[src/rtl/uart_rx.sv]
`default_nettype none
// ============================================================================
// Module      : uart_rx
// Description : UART receiver. Deserialises NUM_WORDS consecutive frames,
//               LSB first with word 0 first, into one W_OUT-bit word. The
//               word is presented on a valid/ready master port. Pulses
//               frame_err on a bad first stop bit and overrun when a new
//               word is dropped.
// Revision    : 1.0 - initial release
// ============================================================================
module uart_rx #(
  parameter int  CLOCKS_PER_PULSE = 4,
  parameter int  BITS_PER_WORD    = 8,
  parameter int  PACKET_SIZE      = BITS_PER_WORD + 5,
  parameter int  W_OUT            = 24,
  localparam int NUM_WORDS        = W_OUT / BITS_PER_WORD
) (
  input  logic                                     clk,
  input  logic                                     rstn,
  input  logic                                     rx,
  output logic [NUM_WORDS-1:0][BITS_PER_WORD-1:0]  m_data,
  output logic                                     m_valid,
  input  logic                                     m_ready,
  output logic                                     frame_err,
  output logic                                     overrun
);

  localparam int HALF = CLOCKS_PER_PULSE / 2;
  localparam int CW   = $clog2(CLOCKS_PER_PULSE);
  localparam int BW   = $clog2(BITS_PER_WORD);
  localparam int WW   = (NUM_WORDS > 1) ? $clog2(NUM_WORDS) : 1;

  localparam logic [CW-1:0] c_HALF_LAST = CW'(HALF - 1);
  localparam logic [CW-1:0] c_BIT_LAST  = CW'(CLOCKS_PER_PULSE - 1);
  localparam logic [BW-1:0] c_DATA_LAST = BW'(BITS_PER_WORD - 1);
  localparam logic [WW-1:0] c_WORD_LAST = WW'(NUM_WORDS - 1);

  // Reject configurations the counters and framing cannot represent.
  if (CLOCKS_PER_PULSE < 4) begin : g_bad_clocks_per_pulse
    $error("uart_rx: CLOCKS_PER_PULSE must be at least 4");
  end
  if (BITS_PER_WORD < 2 || (W_OUT % BITS_PER_WORD) != 0) begin : g_bad_word_shape
    $error("uart_rx: W_OUT must be a multiple of BITS_PER_WORD (>=2)");
  end
  if (PACKET_SIZE < BITS_PER_WORD + 2) begin : g_bad_packet_size
    $error("uart_rx: PACKET_SIZE must cover start, data and one stop bit");
  end

  typedef enum logic [1:0] {
    S_IDLE  = 2'd0,
    S_START = 2'd1,
    S_DATA  = 2'd2,
    S_STOP  = 2'd3
  } state_t;

  state_t r_state;
  state_t w_state_nxt;

  logic                 r_rx_meta;
  logic                 r_rx_s;
  logic                 r_rx_d;
  logic                 w_fall;

  logic [CW-1:0]        r_clocks;
  logic [BW-1:0]        r_bits;
  logic [WW-1:0]        r_words;
  logic [BITS_PER_WORD-1:0] r_shift;
  logic [NUM_WORDS-1:0][BITS_PER_WORD-1:0] r_buf;
  logic [NUM_WORDS-1:0][BITS_PER_WORD-1:0] w_word;

  logic                 w_clk_run;
  logic                 w_shift;
  logic                 w_stop_ok;
  logic                 w_stop_bad;
  logic                 w_complete;

  // Two-flop synchroniser plus a delayed copy for falling-edge detection.
  always_ff @(posedge clk or negedge rstn) begin
    if (!rstn) begin
      r_rx_meta <= 1'b1;
      r_rx_s    <= 1'b1;
      r_rx_d    <= 1'b1;
    end else begin
      r_rx_meta <= rx;
      r_rx_s    <= r_rx_meta;
      r_rx_d    <= r_rx_s;
    end
  end

  assign w_fall = r_rx_d & ~r_rx_s;

  // State register.
  always_ff @(posedge clk or negedge rstn) begin
    if (!rstn) begin
      r_state <= S_IDLE;
    end else begin
      r_state <= w_state_nxt;
    end
  end

  // Next-state logic and per-cycle datapath controls.
  always_comb begin
    w_state_nxt = r_state;
    w_clk_run   = 1'b0;
    w_shift     = 1'b0;
    w_stop_ok   = 1'b0;
    w_stop_bad  = 1'b0;
    case (r_state)
      S_IDLE: begin
        if (w_fall) begin
          w_state_nxt = S_START;
        end
      end
      S_START: begin
        w_clk_run = 1'b1;
        if (r_clocks == c_HALF_LAST) begin
          w_clk_run = 1'b0;
          // A line back high at mid start bit was only a glitch.
          w_state_nxt = r_rx_s ? S_IDLE : S_DATA;
        end
      end
      S_DATA: begin
        w_clk_run = 1'b1;
        if (r_clocks == c_BIT_LAST) begin
          w_clk_run = 1'b0;
          w_shift   = 1'b1;
          if (r_bits == c_DATA_LAST) begin
            w_state_nxt = S_STOP;
          end
        end
      end
      S_STOP: begin
        w_clk_run = 1'b1;
        if (r_clocks == c_BIT_LAST) begin
          w_clk_run   = 1'b0;
          // Leave after the first stop bit so the next start edge is caught.
          w_state_nxt = S_IDLE;
          if (r_rx_s) begin
            w_stop_ok = 1'b1;
          end else begin
            w_stop_bad = 1'b1;
          end
        end
      end
      default: begin
        w_state_nxt = S_IDLE;
      end
    endcase
  end

  assign w_complete = w_stop_ok && (r_words == c_WORD_LAST);

  // Full word as it would be with the byte just received in its slot.
  always_comb begin
    w_word          = r_buf;
    w_word[r_words] = r_shift;
  end

  // Bit-period timing and data-bit counting.
  always_ff @(posedge clk or negedge rstn) begin
    if (!rstn) begin
      r_clocks <= '0;
      r_bits   <= '0;
      r_shift  <= '0;
    end else begin
      r_clocks <= w_clk_run ? r_clocks + 1'b1 : '0;
      if (w_shift) begin
        r_shift <= {r_rx_s, r_shift[BITS_PER_WORD-1:1]};
        r_bits  <= (r_bits == c_DATA_LAST) ? '0 : r_bits + 1'b1;
      end
    end
  end

  // Word assembly across frames; a framing error drops the partial word.
  always_ff @(posedge clk or negedge rstn) begin
    if (!rstn) begin
      r_words <= '0;
      r_buf   <= '0;
    end else if (w_stop_bad) begin
      r_words <= '0;
      r_buf   <= '0;
    end else if (w_stop_ok) begin
      r_buf[r_words] <= r_shift;
      r_words        <= w_complete ? '0 : r_words + 1'b1;
    end
  end

  // Output register with valid/ready handshake and status pulses.
  always_ff @(posedge clk or negedge rstn) begin
    if (!rstn) begin
      m_data    <= '0;
      m_valid   <= 1'b0;
      frame_err <= 1'b0;
      overrun   <= 1'b0;
    end else begin
      frame_err <= w_stop_bad;
      overrun   <= 1'b0;
      if (w_complete) begin
        if (!m_valid || m_ready) begin
          m_data  <= w_word;
          m_valid <= 1'b1;
        end else begin
          // Held word is still pending: keep it and drop the new one.
          overrun <= 1'b1;
        end
      end else if (m_valid && m_ready) begin
        m_valid <= 1'b0;
      end
    end
  end

endmodule
`default_nettype wire

[config.mk]
export PLATFORM = sky130hd
export DESIGN_NAME = uart_rx
export DESIGN_NICKNAME = d
export VERILOG_FILES = /design/src/rtl/uart_rx.sv
export SDC_FILE = /design/constraint.sdc
export NUM_CORES = 1
export LEC_CHECK = 0
export CAP_MARGIN = 5
export CELL_PAD_IN_SITES_DETAIL_PLACEMENT = 1
export CELL_PAD_IN_SITES_GLOBAL_PLACEMENT = 2
export CORE_AREA = 2 2 91 93
export DETAILED_ROUTE_END_ITERATION = 7
export DIE_AREA = 0 0 93 95
export PLACE_DENSITY_LB_ADDON = 0.08
export SETUP_SLACK_MARGIN = 0.02
export SLEW_MARGIN = 20
export SYNTH_ARGS = -nofsm -noshare
export SYNTH_HDL_FRONTEND = slang
export SYNTH_SLANG_ARGS = --single-unit
[constraint.sdc]
create_clock -name clk -period 1.8 [get_ports clk]
set_input_delay 0.18 -clock clk [delete_from_list [all_inputs] [get_ports clk]]
set_output_delay 0.18 -clock clk [all_outputs]
set_load 0.005 [all_outputs]
==> impl_metrics.json <==
{
  "fin_crit_sh": 0.905,
  "clkLatencyLatePin_ns": 0.33,
  "arrival_ns": 1.85,
  "vias_per_cell": 5.06,
  "yosysWarnings": 0,
  "drc": 0,
  "synth.avg_cell_area_sq_um": 12.3,
  "rsz0062_at_grt": "false",
  "async_reset_ff_frac": 1.00,
  "wirelength_microns": 6250,
  "skew_ns": 0.00829,
  "syn-num-nets": 246,
  "timing.fmax_mhz": 614,
  "place_congestion": 0.704,
  "ys_top_cells_by_count": "60 x dfrtp_1, 34 x mux2_2, 34 x nand3_1",
  "post-route-util": 0.445,
  "cts_tree": "done",
  "ys_ff_latch": 63,
  "core_sq_mm": 0.00793,
  "powerDensity_mw_per_mm2": 1090,
  "p_leak_nw": 1.72,
  "drt-initial-drc-count": 60,
  "io_pins": 31,
  "worstHoldPathType": "input pin to flip-flop",
  "fin_area_sq_mm": 0.00353,
  "cts-root-buf": "clkbuf_8",
  "portBuffers": 30,
  "postRouteAntennaNets": 0,
  "start_util": 0.366,
  "worstPathRequired_ns": 2.02,
  "placedInstanceArea_sq_mm": 0.00336,
  "synth_ff_type": "dfrtp_1",
  "cts_buffer_depth": 2,
  "cp-start-kind": "flip-flop",
  "cpPeakStageDelay_ns": 0.42,
  "maxSlewHeadroom": 0.600,
  "end_kind": "flip-flop",
  "via_count": 1960,
  "setup_violations": 0,
  "worst_path_max_delay_cell": "dfrtp_1",
  "seq_area_frac_synth": 0.544,
  "netlist.area_leader.share": 0.517,
  "numClockSinks": 63,
  "maxSlewViolCount": 0,
  "dr.pass1.iters": 4,
  "period_needed_ns": 1.63,
  "fin_setup_tns_ns": 0,
  "maxCapViolCount": 0,
  "wire_per_inst_microns": 16.1,
  "synth_edf_count": 0,
  "fp.dieH_microns": 95,
  "min_path_cells": 1,
  "syn_area_sq_mm": 0.00291,
  "cts_buffers": 9,
  "die_w_microns": 93,
  "ctsResizeCount": 0,
  "grt_max_degree": 64,
  "grt_use_total": 0.157,
  "peakVddDrop_uv": 547,
  "cp_max_fo": 13,
  "die_area_sq_mm": 0.00884,
  "syn2layout_area_growth_pct": 21.4,
  "fp-row-count": 33,
  "fin_hold_ws_ns": 0.249,
  "worstSetupPathType": "flip-flop to flip-flop",
  "tightestPinTransition_ns": 0.597,
  "layout-drive-gt1-share": 0.280,
  "hold_viol_final": 0,
  "clk_pin_slew_worst_paths_ns": 0.07,
  "worstPathCellList": "ha_1 -> and3_1 -> nand4_4 -> buf_12 -> mux2_2",
  "yosysMostFrequentCell": "dfrtp_1",
  "grt_overflow": 0,
  "r2r_cells": 5,
  "synthTopCellsByArea": "dfrtp_1 52%, mux2_2 13%, mux2_4 6.7%, nand3_1 5.9%, nand4_1 3.4%",
  "status": "finished clean",
  "diodes": 0,
  "syn_inst": 237,
  "grt_pass1_wl_microns": 10500,
  "ys_types": 31,
  "nets": 286,
  "hpwl_microns": 4160,
  "htreeDepth": 3,
  "grt_pass1_vias": 1991,
  "rrSetupSlack_ns": 0.17,
  "antenna_found_initial": 0,
  "yosysTopAreaCell": "dfrtp_1"
}
-- layout make-up --
class	instances	area [sq um]
Timing Repair Buffer	46	455
Sequential cell	63	1580
Tap cell	105	131
Clock buffer	14	143
Fill cell	870	4400
Inverter	4	15.0
Multi-Input combinational cell	153	1190
Clock inverter	2	10.0
-- critical path: cells and delay by family, from the launching register on --
kind | cells | cell delay [ns]
buffers and inverters | 1 | 0.16
AND/OR/NAND/NOR | 2 | 0.35
multiplexers | 1 | 0.34
adder cells (fa/ha/maj) | 1 | 0.24
flip-flops | 1 | 0.42
-- cell families (layout without fill, tap and decap cells) --
logic type / Yosys count / count (layout) / share of synthesized area
multiplexers: 48 / 48 / 0.203
adder cells (fa/ha/maj): 5 / 5 / 0.0215
flip-flops: 63 / 63 / 0.544
AND/OR/NAND/NOR: 88 / 88 / 0.159
buffers and inverters: 21 / 66 / 0.0461
AO/OA/AOI/OAI: 12 / 12 / 0.0263
-- repair_timing --
item,4_1_cts,5_1_grt
hold buffers,1,0
hold endpoints to repair,60,0
setup buffers,0,0
-- registers in the layout (all words and copies together) (netlist names), named ones only --
| signal | flops |
|---|---|
| r_rx_d | 1 |
| r_shift | 8 |
| m_data | 24 |
| r_rx_s | 1 |
| r_clocks | 2 |
| r_bits | 3 |
| r_buf | 16 |
| r_words | 2 |
| overrun | 1 |
| frame_err | 1 |
| r_rx_meta | 1 |
| m_valid | 1 |
| r_state | 1 |
-- layout by cell type (no fill, tap or decap), types with 2 or more instances in the layout --
cell type	count
dfrtp_1	60
nand3_1	34
mux2_2	34
clkdlybuf4s50_1	29
nand2_1	21
nand4_1	16
mux2_4	13
buf_4	12
clkbuf_8	9
nor2_1	6
ha_1	5
clkbuf_1	5
inv_1	4
a21oi_1	3
buf_12	3
dfstp_2	3
nand2b_1	2
a31oi_1	2
o21ai_0	2
o31ai_1	2
a21o_1	2
clkinv_2	2
-- through the flow --
stage	cells	total power, mW	setup slack (ns)
global placement	370	2.88	0.209
detailed placement	370	2.88	0.178
global route	387	4.12	0.110
finish	387	3.86	0.171
floorplan	237	2.60	0.160
CTS	387	3.93	0.165
-- power by group --
group,total (mW),switching [mW],internal [mW]
registers,1.78,0.180,1.60
clock network,1.02,0.520,0.498
logic,1.06,0.583,0.481
total,3.86,1.28,2.58
-- routing by layer --
| layer | global-route usage | wire length, microns |
|---|---|---|
| met5 | 0 | 0 |
| met4 | 0.0699 | 99 |
| met3 | 0.0295 | 116 |
| met2 | 0.246 | 2970 |
| met1 | 0.212 | 3060 |
-- path summary, 6_finish.rpt --
| kind | start | end |
|---|---|---|
| hold / removal | rx | r_rx_meta |
| min in group asynchronous | rstn | m_data[18] |
| setup reg to reg | r_clocks[0] | m_data[17] |
| max in group asynchronous | rstn | r_rx_d |
| setup / recovery | r_clocks[0] | m_data[17] |
| hold reg to reg | r_rx_meta | r_rx_s |
No activity file was read; power rests on OpenSTA's default activity.
